File: config.mk
export PLATFORM = sky130hd
export DESIGN_NAME = fd_pipe_reg_flat
export DESIGN_NICKNAME = d
export VERILOG_FILES = /design/src/rtl/fd_pipe_reg_pkg.sv /design/src/rtl/fd_pipe_reg_if.sv /design/src/rtl/fd_pipe_reg_f_exc_check.sv /design/src/rtl/fd_pipe_reg.sv /design/src/flat_wrapper.sv
export SDC_FILE = /design/constraint.sdc
export NUM_CORES = 1
export LEC_CHECK = 0
export ABC_AREA = 1
export BUFFER_PORTS_ARGS = -buffer_cell sky130_fd_sc_hd__buf_2
export CORE_MARGIN = 2
export CORE_UTILIZATION = 25
export DETAILED_ROUTE_END_ITERATION = 8
export PLACE_DENSITY = 0.51
export SYNTH_ARGS = -nofsm -noshare
export SYNTH_HDL_FRONTEND = slang
export SYNTH_SLANG_ARGS = --single-unit
File: constraint.sdc
create_clock -name clk -period 1.8 [get_ports clk]
set_input_delay 0.18 -clock clk [delete_from_list [all_inputs] [get_ports clk]]
set_output_delay 0.18 -clock clk [all_outputs]
set_load 0.01 [all_outputs]
File: src/rtl/fd_pipe_reg_pkg.sv
// Shared definitions for the fetch/decode boundary and its neighbours.
// Holds the fetch address window, handler PC, exception codes and the nop encoding.
// Also holds the packed D-stage register image used by the F/D pipeline register.
package fd_pipe_reg_pkg;

    localparam logic [31:0] PC_BIAS    = 32'h0000_3000;
    localparam logic [31:0] PC_END     = 32'h0000_6FFC;
    localparam logic [31:0] HANDLER_PC = 32'h0000_4180;

    typedef logic [4:0] exc_code_t;

    localparam exc_code_t   EXC_NONE = 5'd0;
    localparam exc_code_t   EXC_ADEL = 5'd4;

    localparam logic [31:0] INSTR_NOP = 32'h0000_0000;

    // Everything the D stage sees, captured as one register image.
    typedef struct packed {
        logic [31:0] pc;
        logic [31:0] instr;
        exc_code_t   exc_code;
        logic        bd;
        logic        valid;
    } d_stage_t;

endpackage

File: src/rtl/fd_pipe_reg_if.sv
// Signal bundle between fetch/hazard/CP0 control and the F/D pipeline register.
// master: control side drives stall/flush/req and F-stage values, reads the D image.
// slave:  the pipeline register consumes the controls and drives the D image.
interface fd_pipe_reg_if;
    import fd_pipe_reg_pkg::*;

    logic        stall;
    logic        flush;
    logic        req;
    logic [31:0] f_pc;
    logic [31:0] f_instr;
    logic        d_is_jump;

    logic [31:0] d_pc;
    logic [31:0] d_instr;
    exc_code_t   d_exc_code;
    logic        d_bd;
    logic        d_valid;

    modport master (
        output stall, flush, req, f_pc, f_instr, d_is_jump,
        input  d_pc, d_instr, d_exc_code, d_bd, d_valid
    );

    modport slave (
        input  stall, flush, req, f_pc, f_instr, d_is_jump,
        output d_pc, d_instr, d_exc_code, d_bd, d_valid
    );

endinterface

File: src/rtl/fd_pipe_reg_f_exc_check.sv
// Fetch-address exception classifier: flags AdEL on misaligned or out-of-window PC.
// Purely combinational, zero latency; no flow control.
// Ports: f_pc_i (address under test), adel_o (fault flag), exc_code_o (EXC_ADEL or EXC_NONE).
module f_exc_check
    import fd_pipe_reg_pkg::*;
#(
    parameter logic [31:0] LO_ADDR = PC_BIAS,
    parameter logic [31:0] HI_ADDR = PC_END
) (
    input  logic [31:0] f_pc_i,
    output logic        adel_o,
    output exc_code_t   exc_code_o
);

    // Unsigned compares: both operands are logic vectors.
    assign adel_o     = (f_pc_i[1:0] != 2'b00) || (f_pc_i < LO_ADDR) || (f_pc_i > HI_ADDR);
    assign exc_code_o = adel_o ? EXC_ADEL : EXC_NONE;

endmodule

File: src/rtl/fd_pipe_reg.sv
// Fetch-to-Decode pipeline register: captures PC/instr, tags AdEL and delay slots.
// Latency one cycle, registered outputs only; rst async and immediate.
// Priority at the edge: req (redirect) > stall (hold) > flush (bubble) > load.
// Ports: clk, rst (async active-high), bus (fd_pipe_reg_if.slave).
module fd_pipe_reg
    import fd_pipe_reg_pkg::*;
#(
    parameter logic [31:0] PC_BIAS_P    = PC_BIAS,
    parameter logic [31:0] PC_END_P     = PC_END,
    parameter logic [31:0] HANDLER_PC_P = HANDLER_PC
) (
    input  logic          clk,
    input  logic          rst,
    fd_pipe_reg_if.slave  bus
);

    logic      adel;
    exc_code_t f_exc_code;
    d_stage_t  d_q;
    d_stage_t  d_d;

    f_exc_check #(
        .LO_ADDR (PC_BIAS_P),
        .HI_ADDR (PC_END_P)
    ) u_f_exc_check (
        .f_pc_i     (bus.f_pc),
        .adel_o     (adel),
        .exc_code_o (f_exc_code)
    );

    always_comb begin
        d_d = d_q;
        if (bus.req) begin
            d_d.pc       = HANDLER_PC_P;
            d_d.instr    = INSTR_NOP;
            d_d.exc_code = EXC_NONE;
            d_d.bd       = 1'b0;
            d_d.valid    = 1'b0;
        end else if (bus.stall) begin
            d_d = d_q;
        end else if (bus.flush) begin
            // Bubble keeps a live PC and BD so an interrupt taken on it
            // reports the correct restart address.
            d_d.pc       = bus.f_pc;
            d_d.instr    = INSTR_NOP;
            d_d.exc_code = EXC_NONE;
            d_d.bd       = bus.d_is_jump;
            d_d.valid    = 1'b0;
        end else begin
            // Faulting fetch: PC is kept for EPC/BadVAddr, instruction squashed.
            d_d.pc       = bus.f_pc;
            d_d.instr    = adel ? INSTR_NOP : bus.f_instr;
            d_d.exc_code = f_exc_code;
            d_d.bd       = bus.d_is_jump;
            d_d.valid    = 1'b1;
        end
    end

    always_ff @(posedge clk or posedge rst) begin
        if (rst) begin
            d_q.pc       <= PC_BIAS_P;
            d_q.instr    <= INSTR_NOP;
            d_q.exc_code <= EXC_NONE;
            d_q.bd       <= 1'b0;
            d_q.valid    <= 1'b0;
        end else begin
            d_q <= d_d;
        end
    end

    assign bus.d_pc       = d_q.pc;
    assign bus.d_instr    = d_q.instr;
    assign bus.d_exc_code = d_q.exc_code;
    assign bus.d_bd       = d_q.bd;
    assign bus.d_valid    = d_q.valid;

endmodule

File: src/flat_wrapper.sv
// flat-port wrapper written by rule: the top's interface ports become plain ports
module fd_pipe_reg_flat import fd_pipe_reg_pkg::*;
#(
    parameter logic [31:0] PC_BIAS_P    = PC_BIAS,
    parameter logic [31:0] PC_END_P     = PC_END,
    parameter logic [31:0] HANDLER_PC_P = HANDLER_PC
)
  (clk, rst, bus_stall, bus_flush, bus_req, bus_f_pc, bus_f_instr, bus_d_is_jump, bus_d_pc, bus_d_instr, bus_d_exc_code, bus_d_bd, bus_d_valid);
  fd_pipe_reg_if bus_i ();
  input  logic clk;
  input  logic rst;
  input wire logic [$bits(bus_i.stall)-1:0] bus_stall;
  input wire logic [$bits(bus_i.flush)-1:0] bus_flush;
  input wire logic [$bits(bus_i.req)-1:0] bus_req;
  input wire logic [$bits(bus_i.f_pc)-1:0] bus_f_pc;
  input wire logic [$bits(bus_i.f_instr)-1:0] bus_f_instr;
  input wire logic [$bits(bus_i.d_is_jump)-1:0] bus_d_is_jump;
  output wire logic [$bits(bus_i.d_pc)-1:0] bus_d_pc;
  output wire logic [$bits(bus_i.d_instr)-1:0] bus_d_instr;
  output wire logic [$bits(bus_i.d_exc_code)-1:0] bus_d_exc_code;
  output wire logic [$bits(bus_i.d_bd)-1:0] bus_d_bd;
  output wire logic [$bits(bus_i.d_valid)-1:0] bus_d_valid;
  assign bus_i.stall = bus_stall;
  assign bus_i.flush = bus_flush;
  assign bus_i.req = bus_req;
  assign bus_i.f_pc = bus_f_pc;
  assign bus_i.f_instr = bus_f_instr;
  assign bus_i.d_is_jump = bus_d_is_jump;
  assign bus_d_pc = bus_i.d_pc;
  assign bus_d_instr = bus_i.d_instr;
  assign bus_d_exc_code = bus_i.d_exc_code;
  assign bus_d_bd = bus_i.d_bd;
  assign bus_d_valid = bus_i.d_valid;
  fd_pipe_reg #(.PC_BIAS_P(PC_BIAS_P), .PC_END_P(PC_END_P), .HANDLER_PC_P(HANDLER_PC_P)) u_core (.clk(clk), .rst(rst), .bus(bus_i));
endmodule
## Word level (Yosys, flattened, before mapping)

Index checks and enable logic that the tools add are counted.

- Register bits: 71
- Output and inout bits: 71

- Magnitude comparators: 2
- Eq/ne operators: 1
- Multiplexer cells: 5
- Reductions and logical operators: 3

Operators with widths:

| cell | number |
|---|---|
| two-way mux 71 bit | 2 |
| two-way mux 39 bit | 1 |
| > comparator 32 x 15 -> 1 bit (second input constant) | 1 |
| < comparator 32 x 14 -> 1 bit (second input constant) | 1 |
| two-way mux 32 bit | 1 |
| two-way mux 3 bit | 1 |
| logical OR 1 bit | 2 |
| != test 2 x 1 -> 1 bit (second input constant) | 1 |
| nonzero test 2 bit | 1 |

## Longest topological paths before layout

- Depth after elaboration: 7
- Mapped depth: 8

## Cells and area by module

From an unflattened synthesis, not the netlist that was laid out.

- Cells, all modules: 403
- Area, all modules: 3,128.0 sq um

By module, submodules not included:

| module | times used | cells each | area each (sq um) |
|---|---|---|---|
| fd_pipe_reg | 1 | 374 | 2,995.4 |
| f_exc_check | 1 | 29 | 132.6 |

## Least setup slack after synthesis

Ideal clock, no wire load.

- Path kind: input to register
- Start point: input port bus_req
- End point: register u_core.d_q, in the netlist u_core.bus.d_instr[0]
- Setup time: 66 ps
- Arrival time: 994 ps
- Data required time: 1,734 ps
- Slack: 741 ps
- Stages on the path: 8
- Buffers on the path: 2
- Path through: nor2_4 -> inv_2 -> or2_1 -> buf_4 -> buf_6 -> nor2_1 -> nand2_1 -> nand2_1

- Word-level cells in the longest chain between the ends: 1
- Elaborated cells between the ends (all ways): 2

RTL lines:

| item | RTL line | source |
|---|---|---|
| start: declaration | flat_wrapper.sv:14 | `input wire logic [$bits(bus_i.req)-1:0] bus_req;` |
| != test 2 x 1 -> 1 bit (no line) / two-way mux 71 bit (equally long branches) | n/a |  |
| end: declaration | fd_pipe_reg.sv:19 | `d_stage_t d_q;` |

Several ways; a longest one is shown, not always the timed one.
A chain may end at the register's enable or synchronous reset.

## Final worst setup path

- Start point: register u_core.d_q, in the netlist u_core.bus.d_pc[13]
- End point: output port bus_d_pc[13]

RTL lines:

| item | RTL line | source |
|---|---|---|
| end: declaration | flat_wrapper.sv:18 | `output wire logic [$bits(bus_i.d_pc)-1:0] bus_d_pc;` |

No word-level cell between the ends.

==> flow_summary_export.csv <==
group,metric,value,unit
run_status,status,"finished, final reports clean",
timing,max_freq,859,MHz
placement,placed_cells,583,
yosys,yosys.area_share.simple,21.2,%
setup_path,path_class,"flip-flop to primary output",
power,total_power,3.68,mW
yosys,synth-seq-area-share,59.0,%
timing,finalHoldViolCount,0,
placement,placed_area,3700,µm²
floorplanning,die_w,111,µm
timing,slew_violations,0,
flow_run,cap_violations,0,
setup_path,cp.depth,1,
route,drc,0,
clock_network,cts_tree,"built",
clock_network,ctsRootBufferMaster,"clkbuf_16",
global_route,grt_pass1_wl,12.6,mm
yosys,synth-xor-area-share,0,%
setup_path,cp-start-kind,"flip-flop",
global_route,grt_max_degree,42,
layout,final-seq-area,1680,µm²
timing,max_slew_margin,63.0,%
setup_path,cp_slowest_cell,"dfstp_2",
route,viasPerCell,4.15,
placement,dp_hpwl,5.35,mm
global_route,antenna_found_initial,0,
timing,fin_crit_sh,64.7,%
global_route,grt_pass1_vias,2538,
floorplanning,ios,141,
layout,area_growth,41.0,%
yosys,syn_area_per_cell,8.98,µm²
setup_path,cp_cell_sequence,"buf_2",
yosys,yosysUniqueCellTypes,20,
yosys,synthMuxAreaShare,0,%
power,pwr_density_cell,918,nW/µm²
timing,min_period,1.16,ns
route,antenna_left,0,
timing,finalWorstSetupSlack,0.636,ns
placement,pre_cts_slack,0.354,ns
setup_path,arrival,0.98,ns
power,p_leak,2.40,nW
floorplanning,core,11000,µm²
layout,multiInputGateArea,921,µm²
setup_path,required,1.62,ns
yosys,yosys_warnings,0,
setup_path,rr_worst_depth,1,
layout,final_util,36.5,%
clock_network,cts_buffers,9,
timing,worst_slew_pin_slew,0.555,ns
route,wl_per_cell,12.5,µm
setup_path,cp-end-kind,"primary output",
timing,finClkSkew,0,ns
yosys,synth_top_family_by_area,"simple AND/OR/NAND/NOR gates",
layout,final_cell_area,4010,µm²
global_route,overflow,0,
layout,fin_nets,525,
timing,whs,0.0815,ns
worst_hold_path,hold_path_class,"input pin to flip-flop",
clock_network,cts.sinks,67,
clock_network,clockBufferDepth,2,
route,first_pass_iters,4,
yosys,syn_inst,317,
placement,place_congestion,0.765,
setup_path,cpPeakStageDelay,0.54,ns
timing,final-setup-viol-count,0,
layout,layout-drive-gt1-share,36.1,%
layout,final_common_cell,"buf_2",
floorplanning,start_util,25.9,%
placement,io_buffers,136,
timing,grt_setup_unrepaired,"no",
floorplanning,die_y,111,µm
layout,stdcell_count,600,
setup_path,critPathMaxFanout,2,
global_route,track_usage,12.8,%
route,num_vias,2492,
clock_network,postCtsSetupRepairBufs,0,
power,ir_worst_vdd,0.475,mV
yosys,yosys.area.top_type,"dfrtp_1",
setup_path,critical_path_buf_inv_count,1,
layout,fillers,1142,
yosys,synth_fa_ha_area_share,0,%
floorplanning,die_area,12300,µm²
layout,layout_common_cells,"136 x buf_2, 107 x nand2_1, 65 x dfrtp_1, 43 x nor2_1, 35 x inv_1",
yosys,yosysTopAreaCellShare,57.2,%
clock_network,clk_latency,0.32,ns
setup_path,worst_path_dominant_cell_family,"flip-flops",
clock_network,path_clk_slew,0.06,ns
route,drt-initial-drc-count,94,
yosys,synth.area.top_cells,"dfrtp_1 57%, nand2_1 14%, a22o_1 9.2%",
clock_network,cts_max_level,3,
worst_hold_path,hold_depth,2,
timing,fin_tns_setup,0,ns
floorplanning,rows,38,
yosys,syn_area,2850,µm²
route,drt_wl_total,7.51,mm
yosys,synth_compound_area_share,10.3,%
yosys,synth-seq-cells,67,
layout,antennaDiodeCount,0,
==> final timing paths <==
kind,endpoint,slack (ns),start
max,bus_d_pc[13],0.64,u_core.bus.d_pc[13]
min,u_core.bus.d_pc[6],0.08,bus_f_pc[6]
max in group asynchronous,u_core.bus.d_pc[13],0.72,rst
min in group asynchronous,u_core.bus.d_instr[5],0.44,rst
max reg2reg,u_core.bus.d_pc[13],1.09,u_core.bus.d_pc[13]
min reg2reg,u_core.bus.d_instr[21],0.48,u_core.bus.d_instr[21]
==> flip-flops by register name (all words and copies together) (netlist names) <==
signal                 cells
u_core.bus.d_bd            1
u_core.bus.d_exc_code      1
u_core.bus.d_instr        32
u_core.bus.d_pc           32
u_core.bus.d_valid         1
==> where the power goes <==
| part | leakage (nW) | internal [mW] | switching (mW) | total [mW] |
|---|---|---|---|---|
| registers | 0.896 | 1.55 | 0.0226 | 1.58 |
| logic | 1.36 | 0.147 | 0.186 | 0.333 |
| clock network | 0.145 | 1.15 | 0.631 | 1.78 |
==> timing repair <==
| action | in CTS | in global routing |
|---|---|---|
| hold buffers | 1 | 0 |
| resized for setup | 0 | 0 |
| endpoints found under the hold margin | 18 | 0 |
==> synth_stat cells (all sizes together) <==
| cell type | number |
|---|---|
| o21bai | 1 |
| a21oi | 1 |
| nand2 | 107 |
| a22o | 30 |
| or2 | 1 |
| nor3 | 1 |
| clkbuf | 6 |
| dfrtp | 65 |
| inv | 37 |
| nor2 | 46 |
| nand3 | 2 |
| o22a | 2 |
| conb | 1 |
| buf | 15 |
| dfstp | 2 |
==> routing by layer <==
metal,track usage [%],vias to the layer above,wire length (µm)
met5,0,-,0
li1,-,1244,-
met2,19.7,97,3350
met3,4.32,10,498
met1,16.8,1141,3560
met4,4.50,0,96
==> cells by family after synthesis <==
kind of cell    count (synthesis)
simple gates                  157
buf+inv                        58
flops                          67
compound gates                 34
other cells                     1
==> cell type report <==
| cell class | instances | share of cell area, % |
|---|---|---|
| clock inverters | 4 | 1.25 |
| flip-flops and latches | 67 | 41.8 |
| multi-input cells | 195 | 22.9 |
| repair buffers | 145 | 19.6 |
| well taps | 140 | 4.37 |
| inverters | 37 | 3.55 |
| clock buffers | 12 | 6.39 |
Note: power is estimated with default switching activity, not from simulation.
